### config.mk
export PLATFORM = sky130hd
export DESIGN_NAME = ir_rx_decoder
export DESIGN_NICKNAME = d
export VERILOG_FILES = /design/src/rtl/ir_rx_decoder.sv
export SDC_FILE = /design/constraint.sdc
export NUM_CORES = 1
export LEC_CHECK = 0
export BUFFER_PORTS_ARGS = -buffer_cell sky130_fd_sc_hd__buf_2
export CORE_ASPECT_RATIO = 0.75
export CORE_UTILIZATION = 45
export CTS_CLUSTER_DIAMETER = 60
export CTS_CLUSTER_SIZE = 10
export DETAILED_ROUTE_END_ITERATION = 8
export GPL_ROUTABILITY_DRIVEN = 1
export GPL_TIMING_DRIVEN = 0
export PLACE_DENSITY = 0.73
export SLEW_MARGIN = 20
export SYNTH_ARGS = -nofsm -noshare
export SYNTH_HDL_FRONTEND = slang
export SYNTH_SLANG_ARGS = --single-unit
### constraint.sdc
create_clock -name clk -period 4.6 [get_ports clk]
set_clock_uncertainty 0.15 [all_clocks]
set_input_delay 0 -clock clk [delete_from_list [all_inputs] [get_ports clk]]
set_output_delay 0 -clock clk [all_outputs]
set_load 0.01 [all_outputs]
### src/rtl/ir_rx_decoder.sv
// ir_rx_decoder: NEC infrared remote-control frame decoder.
//
// The demodulated receiver output is synchronised, inverted into a "mark"
// (carrier present) signal, and every mark edge is classified by how many
// timing ticks elapsed since the previous edge.  A six-state FSM walks the
// leader, 32 LSB-first data bits and stop mark, then either accepts the frame
// (byte complements check), reports a repeat code, or flags an error.
//
// Ports:
//   clk          system clock
//   rst          synchronous active-high reset
//   ir_rx        asynchronous IR receiver output, low = carrier (mark)
//   rx_en        decoder enable; dropping it mid-frame aborts silently
//   addr         last accepted address byte
//   cmd          last accepted command byte
//   frame_valid  one-cycle pulse on an accepted frame
//   repeat_det   one-cycle pulse on an accepted repeat code
//   frame_err    one-cycle pulse on an aborted or rejected frame
//   busy         high while the FSM is outside IDLE
module ir_rx_decoder #(
  parameter int TICK_DIV   = 675,
  parameter int CHECK_ADDR = 1
) (
  input  logic       clk,
  input  logic       rst,
  input  logic       ir_rx,
  input  logic       rx_en,
  output logic [7:0] addr,
  output logic [7:0] cmd,
  output logic       frame_valid,
  output logic       repeat_det,
  output logic       frame_err,
  output logic       busy
);

  localparam int PW = (TICK_DIV > 1) ? $clog2(TICK_DIV) : 1;
  localparam logic [PW-1:0] PRE_LAST = PW'(TICK_DIV - 1);

  typedef enum logic [2:0] {
    IDLE,
    LEAD_MARK,
    LEAD_SPACE,
    BIT_MARK,
    BIT_SPACE,
    STOP_MARK
  } state_t;

  function automatic logic in_rng(input logic [7:0] d, input logic [7:0] lo,
                                  input logic [7:0] hi);
    return (d >= lo) && (d <= hi);
  endfunction

  state_t      state;
  state_t      state_nxt;

  logic        sync_p0;
  logic        sync_p1;
  logic        lvl_p2;
  logic        mark;
  logic        mark_prev;
  logic        rise;
  logic        fall;
  logic        mark_edge;

  logic [PW-1:0] presc;
  logic        tick;
  logic [7:0]  dur;

  logic [31:0] sr;
  logic [4:0]  idx;
  logic        rep_flag;
  logic        accepted;

  logic        abort;
  logic        timeout;
  logic        d_short;
  logic        d_long;
  logic        d_lead;
  logic        d_hdr;
  logic        d_rpt;
  logic        chk_ok;

  logic        fv_nxt;
  logic        rep_nxt;
  logic        err_nxt;
  logic        shift_en;
  logic        shift_bit;
  logic        rep_set;

  // Synchroniser stage: flops idle high (no carrier) out of reset.
  always_ff @(posedge clk) begin
    if (rst) begin
      sync_p0 <= 1'b1;
      sync_p1 <= 1'b1;
      lvl_p2  <= 1'b1;
    end else begin
      sync_p0 <= ir_rx;
      sync_p1 <= sync_p0;
      lvl_p2  <= sync_p1;
    end
  end

  assign mark      = ~sync_p1;
  assign mark_prev = ~lvl_p2;
  assign rise      = mark & ~mark_prev;
  assign fall      = ~mark & mark_prev;
  assign mark_edge = rise | fall;

  // Timing stage: the edge clears both counters so each interval starts at 0;
  // the FSM classifies dur as it stands in the edge cycle, before the clear.
  assign tick = (presc == PRE_LAST);

  always_ff @(posedge clk) begin
    if (rst) begin
      presc <= '0;
      dur   <= 8'd0;
    end else begin
      if (mark_edge || tick) presc <= '0;
      else                   presc <= presc + PW'(1);

      if (mark_edge)                   dur <= 8'd0;
      else if (tick && dur != 8'hFF)   dur <= dur + 8'd1;
    end
  end

  assign d_short = in_rng(dur, 8'd6, 8'd14);
  assign d_long  = in_rng(dur, 8'd22, 8'd38);
  assign d_lead  = in_rng(dur, 8'd128, 8'd192);
  assign d_hdr   = in_rng(dur, 8'd64, 8'd96);
  assign d_rpt   = in_rng(dur, 8'd32, 8'd48);

  assign abort   = (state != IDLE) && !rx_en;
  assign timeout = (state != IDLE) && (dur == 8'hFF);
  assign chk_ok  = (sr[31:24] == ~sr[23:16]) &&
                   ((CHECK_ADDR == 0) || (sr[15:8] == ~sr[7:0]));

  // FSM state register stage.
  always_ff @(posedge clk) begin
    if (rst) state <= IDLE;
    else     state <= state_nxt;
  end

  always_comb begin
    state_nxt = state;
    if (abort || timeout) begin
      state_nxt = IDLE;
    end else begin
      case (state)
        IDLE:       if (rise && rx_en) state_nxt = LEAD_MARK;
        LEAD_MARK:  if (fall) state_nxt = d_lead ? LEAD_SPACE : IDLE;
        LEAD_SPACE: if (rise) begin
                      if (d_hdr)      state_nxt = BIT_MARK;
                      else if (d_rpt) state_nxt = STOP_MARK;
                      else            state_nxt = IDLE;
                    end
        BIT_MARK:   if (fall) state_nxt = d_short ? BIT_SPACE : IDLE;
        BIT_SPACE:  if (rise) begin
                      if (d_short || d_long)
                        state_nxt = (idx == 5'd31) ? STOP_MARK : BIT_MARK;
                      else
                        state_nxt = IDLE;
                    end
        STOP_MARK:  if (fall) state_nxt = IDLE;
        default:    state_nxt = IDLE;
      endcase
    end
  end

  always_comb begin
    fv_nxt    = 1'b0;
    rep_nxt   = 1'b0;
    err_nxt   = 1'b0;
    shift_en  = 1'b0;
    shift_bit = 1'b0;
    rep_set   = 1'b0;
    if (!abort) begin
      if (timeout) begin
        err_nxt = 1'b1;
      end else begin
        case (state)
          LEAD_MARK:  if (fall && !d_lead) err_nxt = 1'b1;
          LEAD_SPACE: if (rise) begin
                        if (d_rpt)       rep_set = 1'b1;
                        else if (!d_hdr) err_nxt = 1'b1;
                      end
          BIT_MARK:   if (fall && !d_short) err_nxt = 1'b1;
          BIT_SPACE:  if (rise) begin
                        if (d_short || d_long) begin
                          shift_en  = 1'b1;
                          shift_bit = d_long;
                        end else begin
                          err_nxt = 1'b1;
                        end
                      end
          STOP_MARK:  if (fall) begin
                        // A repeat only makes sense once a real frame has been seen.
                        if (!d_short)      err_nxt = 1'b1;
                        else if (rep_flag) begin
                          rep_nxt = accepted;
                          err_nxt = !accepted;
                        end else begin
                          fv_nxt  = chk_ok;
                          err_nxt = !chk_ok;
                        end
                      end
          default: ;
        endcase
      end
    end
  end

  // Frame data and output stage: leaving for IDLE discards any partial word.
  always_ff @(posedge clk) begin
    if (rst) begin
      sr          <= 32'd0;
      idx         <= 5'd0;
      rep_flag    <= 1'b0;
      accepted    <= 1'b0;
      addr        <= 8'd0;
      cmd         <= 8'd0;
      frame_valid <= 1'b0;
      repeat_det  <= 1'b0;
      frame_err   <= 1'b0;
      busy        <= 1'b0;
    end else begin
      if (state_nxt == IDLE) begin
        sr       <= 32'd0;
        idx      <= 5'd0;
        rep_flag <= 1'b0;
      end else begin
        if (shift_en) begin
          sr  <= {shift_bit, sr[31:1]};
          idx <= idx + 5'd1;
        end
        if (rep_set) rep_flag <= 1'b1;
      end
      if (fv_nxt) begin
        addr     <= sr[7:0];
        cmd      <= sr[23:16];
        accepted <= 1'b1;
      end
      frame_valid <= fv_nxt;
      repeat_det  <= rep_nxt;
      frame_err   <= err_nxt;
      busy        <= (state_nxt != IDLE);
    end
  end

endmodule

==> results of run 1 <==
==> report_power, final <==
part | total (uW) | leakage (uW) | internal [uW] | switching, uW
Combinational | 83.5 | 0.000870 | 27.6 | 55.9
Clock | 669 | 0.000132 | 368 | 301
Sequential | 728 | 0.000670 | 724 | 3.68
==> path summary, 6_finish.rpt <==
| path | from | slack [ns] | cells after the start | endpoint |
|---|---|---|---|---|
| hold reg to reg | sync_p0$_SDFF_PP1_ | 0.27 | 1 | sync_p1$_SDFF_PP1_ |
| setup reg to reg | dur[0]$_SDFFE_PP0P_ | 1.89 | 9 | sr[25]$_SDFFE_PP0P_ |
| hold / removal | sync_p0$_SDFF_PP1_ | 0.27 | 1 | sync_p1$_SDFF_PP1_ |
| setup / recovery | dur[0]$_SDFFE_PP0P_ | 1.89 | 9 | sr[25]$_SDFFE_PP0P_ |
==> what timing repair did <==
item	4_1_cts	5_1_grt
hold buffers	4	0
hold endpoints to repair	4	0
resized for setup	0	0
==> Yosys cell counts (all sizes together) (2+ instances only) <==
library cell   n  area, um^2
and2           2       12.51
or4            2       15.01
inv           12       45.04
nor3b          4       30.03
or3            2       12.51
ha             8       100.1
o21ai          8       40.04
nand4         23       150.1
a21o           3       22.52
nor2          30       112.6
nor4bb         2       20.02
nor4b          2       32.53
nor4           3       25.02
mux2i         34       340.3
nand2         10       37.54
or2            5       31.28
dfxtp         83        1662
a211oi        42       315.3
xor2          19       166.4
clkbuf         8       31.28
a32oi          4       61.32
a21oi         27       146.4
buf           29       187.7
xnor2         11       96.34
nor3           9       50.05
nand2b         3       18.77
o31ai         17       127.6
and3           6       37.54
nor2b          6       37.54
nand3         12       65.06
==> state kept, by name, summed over array words and instances (netlist names), 3 cells and up <==
register	cells
dur	8
state	3
cmd	8
idx	5
sr	32
presc	10
addr	8
==> kinds of logic (layout without fill, tap and decap cells) <==
| logic type | count (synthesis) | count (layout) | share of synthesized area [%] |
|---|---|---|---|
| compound gates | 113 | 113 | 19.45 |
| xor+xnor | 30 | 30 | 6.293 |
| fa+ha+maj | 9 | 9 | 2.637 |
| buf+inv | 49 | 92 | 6.323 |
| flops | 83 | 83 | 39.80 |
| mux | 34 | 34 | 8.151 |
| simple gates | 125 | 125 | 17.35 |
==> worst max-delay path, stage by stage (launching register included) <==
cell,delay [ns]
dfxtp_1,0.47
inv_1,0.08
ha_1,0.19
or2_2,0.29
a32oi_4,0.37
a21oi_1,0.20
nor4_2,0.31
buf_4,0.25
buf_4,0.18
a211oi_1,0.08
==> cell type report <==
cell class / instances / area [um^2] / area share, %
Tap cell: 112 / 140.1 / 2.952
Clock inverter: 7 / 51.30 / 1.081
Sequential cell: 83 / 1662 / 35.00
Multi-Input combinational cell: 311 / 2250 / 47.39
Inverter: 12 / 45.04 / 0.9489
Timing Repair Buffer: 27 / 155.1 / 3.268
Buffer: 37 / 219.0 / 4.613
Clock buffer: 9 / 225.2 / 4.744
==> through the flow <==
step | hold slack (ns) | instances | area (um^2)
after floorplan | -0.07149 | 443 | 4175
after global placement | 0.03699 | 578 | 4431
after detailed placement | 0.04205 | 578 | 4431
after CTS | 0.2720 | 598 | 4747
after global routing | 0.2892 | 598 | 4747
final | 0.2651 | 598 | 4747
==> metal layers <==
metal / wire [um] / GRT usage, %
met1: 4987 / 30.46
met2: 3943 / 29.62
met3: 469 / 5.714
met4: 97 / 5.742
met5: 0 / 0
==> metrics, run 1 <==
Relative slew margins=48.68%; Tmin final=2.706 ns; CORE AREA=0.009009 mm^2; H-tree level count=3; initial antenna violation count=0; critical path class=flop to flop; I/O pins=24; fillers=813; cells after synthesis=443; LEAKAGE=0.001672 uW; # Post-CTS Setup Buffers=0; Remaining Overflow, GRT=0; # diodes=0; HP Class=flop to flop; dpl ws=1.903 ns; Vias per Instance=5.761; CTS tree=yes; Worst Slack Setup Final=1.894 ns; clock tree buffer depth=2; Synth Cell Area=0.004175 mm^2; Post-DP HPWL=6799 um; Layout Nets=493; # port buffers=23; FF+latch count, synth=83; post-synthesis sequential area ratio=39.80%; total CTS buffers=9; Synth warnings=0; number of synthesized flops with an enable pin=0; clock-pin slew on the worst setup and hold paths=0.06 ns; worst-margin pin slew=0.7640 ns; Critical Path Source Type=flop; layout cell share with drive strength beyond 1=17.08%; syn avg cell area=9.425 um^2; Antenna Violating Nets Remaining=0; Sink Count=83; max cap viols=0; Primary FF master, synth=dfxtp_1; root buffer cell=clkbuf_16; critical path data required time=4.67 ns; vias in the first global route=3154; GR Util All Layers=20.78%; Vias=3445; Critical Path Sink Type=flop; Die Height=85.42 um; Final Hold Viols=0; final period utilization=58.82%; pwr/cell area=311.9 mW/mm^2; first-pass GRT wire length=15780 um; Yosys cell types=58; Fmax=369.6 MHz; average wire per standard cell=15.88 um; Total Power=1481 uW; DRC=0; CP Max Fanout=10; Rows=30; setup TNS=0 ns; Die Span X=113.2 um; first-pass detailed-route iteration total=4; VDD IR-drop max=0.0001644 V; routed wire length=9498 um; 1st-iter DRT viols=292; Area growth syn-to-layout=13.69%; endpoints failing setup=0; most frequent cells in the layout=83 x dfxtp_1, 44 x buf_2, 42 x a211oi_1; status=complete, no violations; GPL Wtd Cong=0.8978; Synth Net Count=455; initial core utilization=46.35%; Slew Limit Fails=0; die area=0.009672 mm^2; clk_lat worst skew=0.34 ns; largest net degree at the start of global routing=16; WP data arrival=2.77 ns; commonest non-fill, non-tap cell in the layout=dfxtp_1; Final Util=52.69%; RSZ-0062 raised after global routing=false; post-synthesis async set-or-reset flop share=0%
No activity file was read; power rests on OpenSTA's default activity.
==> run 2: changes to the inputs <==
ABC_AREA = 1   (was not set)
clock period = 2.6 ns   (was 4.6 ns; I/O delays follow)
==> run 2 against run 1 <==
Compared with the run above: the flow now finishes with violations (DRC); worst setup slack got worse by 1.7 ns; synthesized area fell by 2.0%; die area fell by 2.0%; clock power rose by 81%; wire length fell by 3.9%; flip-flop and latch count did not move; sequential share of layout area rose by 0.55 points; register-to-register slack got worse by 1.7 ns; cell count rose by 27%; worst hold slack improved by 0.0054 ns; critical endpoint is now rep_flag$_SDFFE_PP0P_.
==> metrics, run 2 <==
largest registers=sr: 32 flops, presc: 10 flops; Vias per Instance=4.859; crit path capture=rep_flag$_SDFFE_PP0P_; Yosys cell types=37; WP data arrival=2.52 ns; first-pass GRT wire length=15100 um; slowest CP cell=dfxtp_1; clock-pin slew on the worst setup and hold paths=0.06 ns; Psw=578.2 uW; Layout Cells excl Fill=758; setup TNS=0 ns; Synth Net Count=619; H-tree level count=3; average wire per standard cell=12.04 um; post-synthesis mux area share=0%; main combinational cell family by area after synthesis=simple AND/OR/NAND/NOR gates; cell count along the critical path=14; post-synthesis sequential area ratio=40.62%; Area growth syn-to-layout=14.35%; commonest non-fill, non-tap cell in the layout=nand2_1; RSZ-0062 raised after global routing=false; WP buf/inv=4; critical path data required time=2.68 ns; Rows=29; Relative slew margins=66.06%; Top reg by flops=sr; routed wire length=9127 um; Critical Path Source Type=flop; max reg flops=32; Final Util=54.16%; Yosys top cell by area=dfxtp_1; Antenna Violating Nets Remaining=0; endpoints failing setup=0; area share of the largest cell type after synthesis=40.62%; initial antenna violation count=0; CTS tree=yes; reg2reg setup slack=0.16 ns; number of synthesized flops with an enable pin=0; Comb pwr share=2.5%; Die Height=84.57 um; clock tree buffer depth=2; Sink Count=83; DRC=2; max cap viols=0; critical path class=flop to flop; cell-internal power=1982 uW; Fmax=410.6 MHz; final period utilization=93.68%; pwr/cell area=547.5 mW/mm^2; most frequent cells in the layout=135 x nand2_1, 108 x inv_1, 98 x nor2_1; Compound-Gate Fraction of Synth Area=9.758%; Synth warnings=0; # diodes=0; GPL Wtd Cong=0.8980; Critical Path Sink Type=flop; xor and xnor fraction of the mapped netlist area=2.141%; first-pass detailed-route iteration total=7; violated checks=DRC; Area contributors post-synth=dfxtp_1 41%, nand2_1 12%, inv_1 10%; HP Class=flop to flop; clk_lat worst skew=0.34 ns; Post-Synth Simple-Gate Area=32.18%; cells after synthesis=607; Layout Nets=657; syn avg cell area=6.738 um^2; FF+latch count, synth=83; synth cell count leaders=135 x nand2_1, 109 x inv_1, 98 x nor2_1; vias in the first global route=3212; root buffer cell=clkbuf_16; dpl cells=738; total CTS buffers=9; post-synthesis async set-or-reset flop share=0%; 1st-iter DRT viols=312; Seq pwr share=50.1%; Slew Limit Fails=0; largest net degree at the start of global routing=16; Synth Cell Area=0.004090 mm^2; worst-margin pin slew=0.5092 ns; VDD IR-drop max=0.0002431 V; Reg-to-Reg End=rep_flag$_SDFFE_PP0P_; Die Span X=112.1 um; GR Util All Layers=20.26%; Primary FF master, synth=dfxtp_1; Final Hold Viols=0; CP Max Fanout=10; Synth Area in Adders=2.447%; Clock power frac=47.4%; layout cell share with drive strength beyond 1=12.77%; Crit path max-delay family=simple AND/OR/NAND/NOR gates; LEAKAGE=0.001996 uW; Switching Share=22.58%; worst r2r src=sync_p1$_SDFF_PP1_; Tmin final=2.436 ns; CP Cell Sequence=inv_1, ha_1, inv_2, nor2_1, nand4_1, o21ai_0, nor2_1, nand2_1, nand2_1, nand2_2, nor2_4, buf_6, buf_8, nor2_2; Post-DP HPWL=6857 um; count leader, synth=nand2_1; # port buffers=23; slowest stage delay, CP=0.36 ns; status=complete, but fails checks; die area=0.009478 mm^2; I/O pins=24; R2R depth=14; # Post-CTS Setup Buffers=0; Vias=3683; initial core utilization=47.36%; Remaining Overflow, GRT=0; CORE AREA=0.008636 mm^2; crit path from=sync_p1$_SDFF_PP1_
[run 2: changes by cell type after synthesis, sizes merged, moves of 15 or more]
cell	change
o21ai	+33
nor2	+80
a211oi	-41
buf	-17
o31ai	-17
nand2	+130
inv	+102
nand4	-15
mux2i	-34
[run 2: through the flow]
step | area [um^2] | power [uW] | hold slack (ns) | setup WS, ns
floorplan | 4090 | 1353 | -0.07762 | 0.5969
global route | 4677 | 2631 | 0.2912 | 0.02592
CTS | 4669 | 2578 | 0.2744 | 0.1060
global placement | 4340 | 1369 | 0.03250 | 0.2053
finish | 4677 | 2560 | 0.2704 | 0.1644
detailed placement | 4340 | 1370 | 0.03482 | 0.1301
[run 2: per-layer routing]
| metal | vias to the layer above | share of wire [%] | GRT usage [%] |
|---|---|---|---|
| met4 | 0 | 1.2 | 6.788 |
| met5 | - | 0 | 0 |
| met3 | 9 | 6.5 | 4.332 |
| met1 | 1625 | 52 | 28.83 |
| met2 | 100 | 41 | 30.38 |
| li1 | 1949 | - | - |
[run 2: final cells by class]
cell class	count	area, um^2
timing repair buffer	27	155.1
inverter	114	427.9
sequential	83	1663
buffer	16	98.84
tap	108	135.1
fill	837	3959
clock buffer	10	239.0
multi-input combinational	394	1908
clock inverter	6	50.05
[run 2: how the worst min path moves through the flow]
stage	start	endpoint	slack (ns)	depth (start not counted)
5_1_grt	sync_p0$_SDFF_PP1_	sync_p1$_SDFF_PP1_	0.29	1
3_3_place_gp	ir_rx	sync_p0$_SDFF_PP1_	0.03	2
6_report	sync_p0$_SDFF_PP1_	sync_p1$_SDFF_PP1_	0.27	1
2_1_floorplan	rst	frame_valid$_SDFF_PP0_	-0.08	1
3_5_place_dp	ir_rx	sync_p0$_SDFF_PP1_	0.03	2
4_1_cts	sync_p0$_SDFF_PP1_	sync_p1$_SDFF_PP1_	0.27	1
[run 2: cell families (layout without fill, tap and decap cells)]
logic type               count (synthesis)  in the layout
XOR/XNOR                                10             10
adder cells (fa/ha/maj)                  8              8
AND/OR/NAND/NOR                        306            306
AO/OA/AOI/OAI                           70             70
buffers and inverters                  130            173
flip-flops                              83             83
[run 2: power groups by stage]
stage | logic (uW) | registers [uW] | clock network [uW]
CTS | 63.3 | 1280 | 1230
global placement | 58.0 | 1310 | 0
detailed placement | 58.5 | 1310 | 0
finish | 63.3 | 1280 | 1210
global route | 70.5 | 1280 | 1280
floorplan | 41.9 | 1310 | 0
[run 2: what timing repair did]
action,in CTS,in global routing
resized for setup,0,10
setup endpoints to repair,0,31
hold endpoints to repair,6,0
hold buffers,4,0
==> run 3: changes to the inputs <==
ABC_CLOCK_PERIOD_IN_PS = 2800   (was not set)
CELL_PAD_IN_SITES_DETAIL_PLACEMENT = 1   (was not set)
CELL_PAD_IN_SITES_GLOBAL_PLACEMENT = 2   (was not set)
CORE_UTILIZATION = 34   (was 45)
PLACE_DENSITY = 0.9   (was 0.73)
clock period = 2.8 ns   (was 2.6 ns; I/O delays follow)
==> run 3 against run 2 <==
Compared with the run above: power fell by 7.1%; wire length rose by 21%; combinational power fell by 3%; non-clock buffer count did not move; largest power group unchanged; fmax fell by 1.4%; via count rose by 0.52%; the run now ends clean; highest routed layer unchanged; cell area rose by 1.1%; largest cell class unchanged; worst setup slack improved by 0.17 ns.
==> metrics, run 3 (synthesized netlist as in run 2, its figures left out) <==
average wire per standard cell=13.59 um; routed wire length=11040 um; Die Span X=128.7 um; initial antenna violation count=0; Fmax=405.0 MHz; LEAKAGE=0.001979 uW; endpoints failing setup=0; largest registers=sr: 32 flops, presc: 10 flops; Vias per Instance=4.559; Remaining Overflow, GRT=0; Post-DP HPWL=8391 um; RSZ-0062 raised after global routing=false; Final Hold Viols=0; Top reg by flops=sr; placed inst area=0.004408 mm^2; Tmin final=2.469 ns; dpl ws=0.3522 ns; Die Height=96.99 um; post-route cell area=0.004730 mm^2; worst-margin pin slew=0.5200 ns; VDD IR-drop max=0.0002804 V; clk_lat worst skew=0.34 ns; clock-pin slew on the worst setup and hold paths=0.07 ns; root buffer cell=clkbuf_16; GPL Wtd Cong=0.8277; die area=0.01248 mm^2; DRC=0; GR Util All Layers=19.14%; status=complete, no violations; Hold Startpoint=sync_p0$_SDFF_PP1_; H-tree level count=3; commonest non-fill, non-tap cell in the layout=nand2_1; critical path class=flop to flop; Critical Path Source Type=flop; CP Cell Sequence=inv_1, ha_1, inv_1, nor2_1, nand4_1, o21ai_0, nor2_1, nand2_1, nand2_1, nand2_2, nor2_4, buf_6, buf_8, nor2_2; reg2reg setup slack=0.33 ns; largest net degree at the start of global routing=15; first-pass GRT wire length=18770 um; worst r2r src=sync_p1$_SDFF_PP1_; Relative slew margins=65.33%; # port buffers=23; HP Class=flop to flop; final period utilization=88.19%; setup TNS=0 ns; CP Max Fanout=10; initial core utilization=35.09%; slowest stage delay, CP=0.34 ns; WP data arrival=2.55 ns; Critical Path Sink Type=flop; most frequent cells in the layout=135 x nand2_1, 109 x inv_1, 98 x nor2_1; layout cell share with drive strength beyond 1=12.15%; slowest CP cell=dfxtp_1; dpl cells=792; first-pass detailed-route iteration total=4; Rows=34; # diodes=0; Worst Slack Setup Final=0.3308 ns; CTS tree=yes; Reg-to-Reg End=sr[29]$_SDFFE_PP0P_; Layout Nets=657; total CTS buffers=9; PostCTS Resize Cnt=0; critical path data required time=2.88 ns; clock tree buffer depth=2; max reg flops=32; Slew Limit Fails=0; I/O pins=24; 1st-iter DRT viols=145; Antenna Violating Nets Remaining=0; hold depth=1; vias in the first global route=3778; CORE AREA=0.01166 mm^2; pwr/cell area=503.0 mW/mm^2; R2R depth=14; max cap viols=0; Hold Slack=0.2647 ns; Layout Cells excl Fill=812; Sink Count=83; Vias=3702; Area growth syn-to-layout=15.63%; Worst Hold End=sync_p1$_SDFF_PP1_
run 3: changes by cell type in the layout (fill, tap and decap cells not counted), moves of 2 or more:
cell / change
clkbuf_1: +2
clkinv_4: -2
clkinvlp_4: +2
o21ai_0: +5
o21ai_1: -5
run 3: power by group:
part / switching [uW] / total, uW / internal [uW]
sequential: 4.75 / 1190 / 1190
clock: 499 / 1130 / 627
combinational: 39.7 / 61.5 / 21.8
run 3: stage by stage:
stage               power, uW  util (%)
finish                   2379     40.58
global route             2461     40.58
CTS                      2404     40.58
detailed placement       1276     37.82
global placement         1273     37.82
floorplan                1256         -
run 3: critical path: cells and delay by family, from the launching register on:
kind / cells / cell delay [ns]
and+or+nand+nor: 8 / 0.86
adders and majority gates: 1 / 0.31
DFF: 1 / 0.34
AOI/OAI and AO/OA: 1 / 0.11
buffers and inverters: 4 / 0.59
run 3: cell type report:
class                      count  area (um^2)
tap                          162        202.7
fill                        1558         6927
clock inverter                 5        38.79
inverter                     114        427.9
clock buffer                  11        242.7
buffer                        16        97.59
sequential                    83         1662
timing repair buffer          27        155.1
multi-input combinational    394         1903
run 3: worst max-delay path by stage:
stage	end	start	depth (start not counted)
2_1_floorplan	idx[0]$_SDFFE_PP0P_	dur[1]$_SDFFE_PP0P_	13
5_1_grt	sr[21]$_SDFFE_PP0P_	dur[1]$_SDFFE_PP0P_	14
4_1_cts	sr[25]$_SDFFE_PP0P_	dur[1]$_SDFFE_PP0P_	14
6_report	sr[29]$_SDFFE_PP0P_	sync_p1$_SDFF_PP1_	14
3_3_place_gp	sr[21]$_SDFFE_PP0P_	dur[1]$_SDFFE_PP0P_	14
3_5_place_dp	sr[25]$_SDFFE_PP0P_	dur[1]$_SDFFE_PP0P_	14
run 3: per-layer routing:
layer / up-vias / share of wire [%] / track usage (%)
li1: 1940 / - / -
met4: 0 / 0.89 / 4.615
met5: - / 0 / 0
met3: 9 / 3.0 / 3.816
met2: 39 / 42 / 29.48
met1: 1714 / 54 / 27.21
run 3: what timing repair did:
item / in CTS / in global routing
endpoints found under the setup margin: 0 / 0
buffers inserted: 0 / 0
endpoints found under the hold margin: 6 / 0
hold buffers: 4 / 0
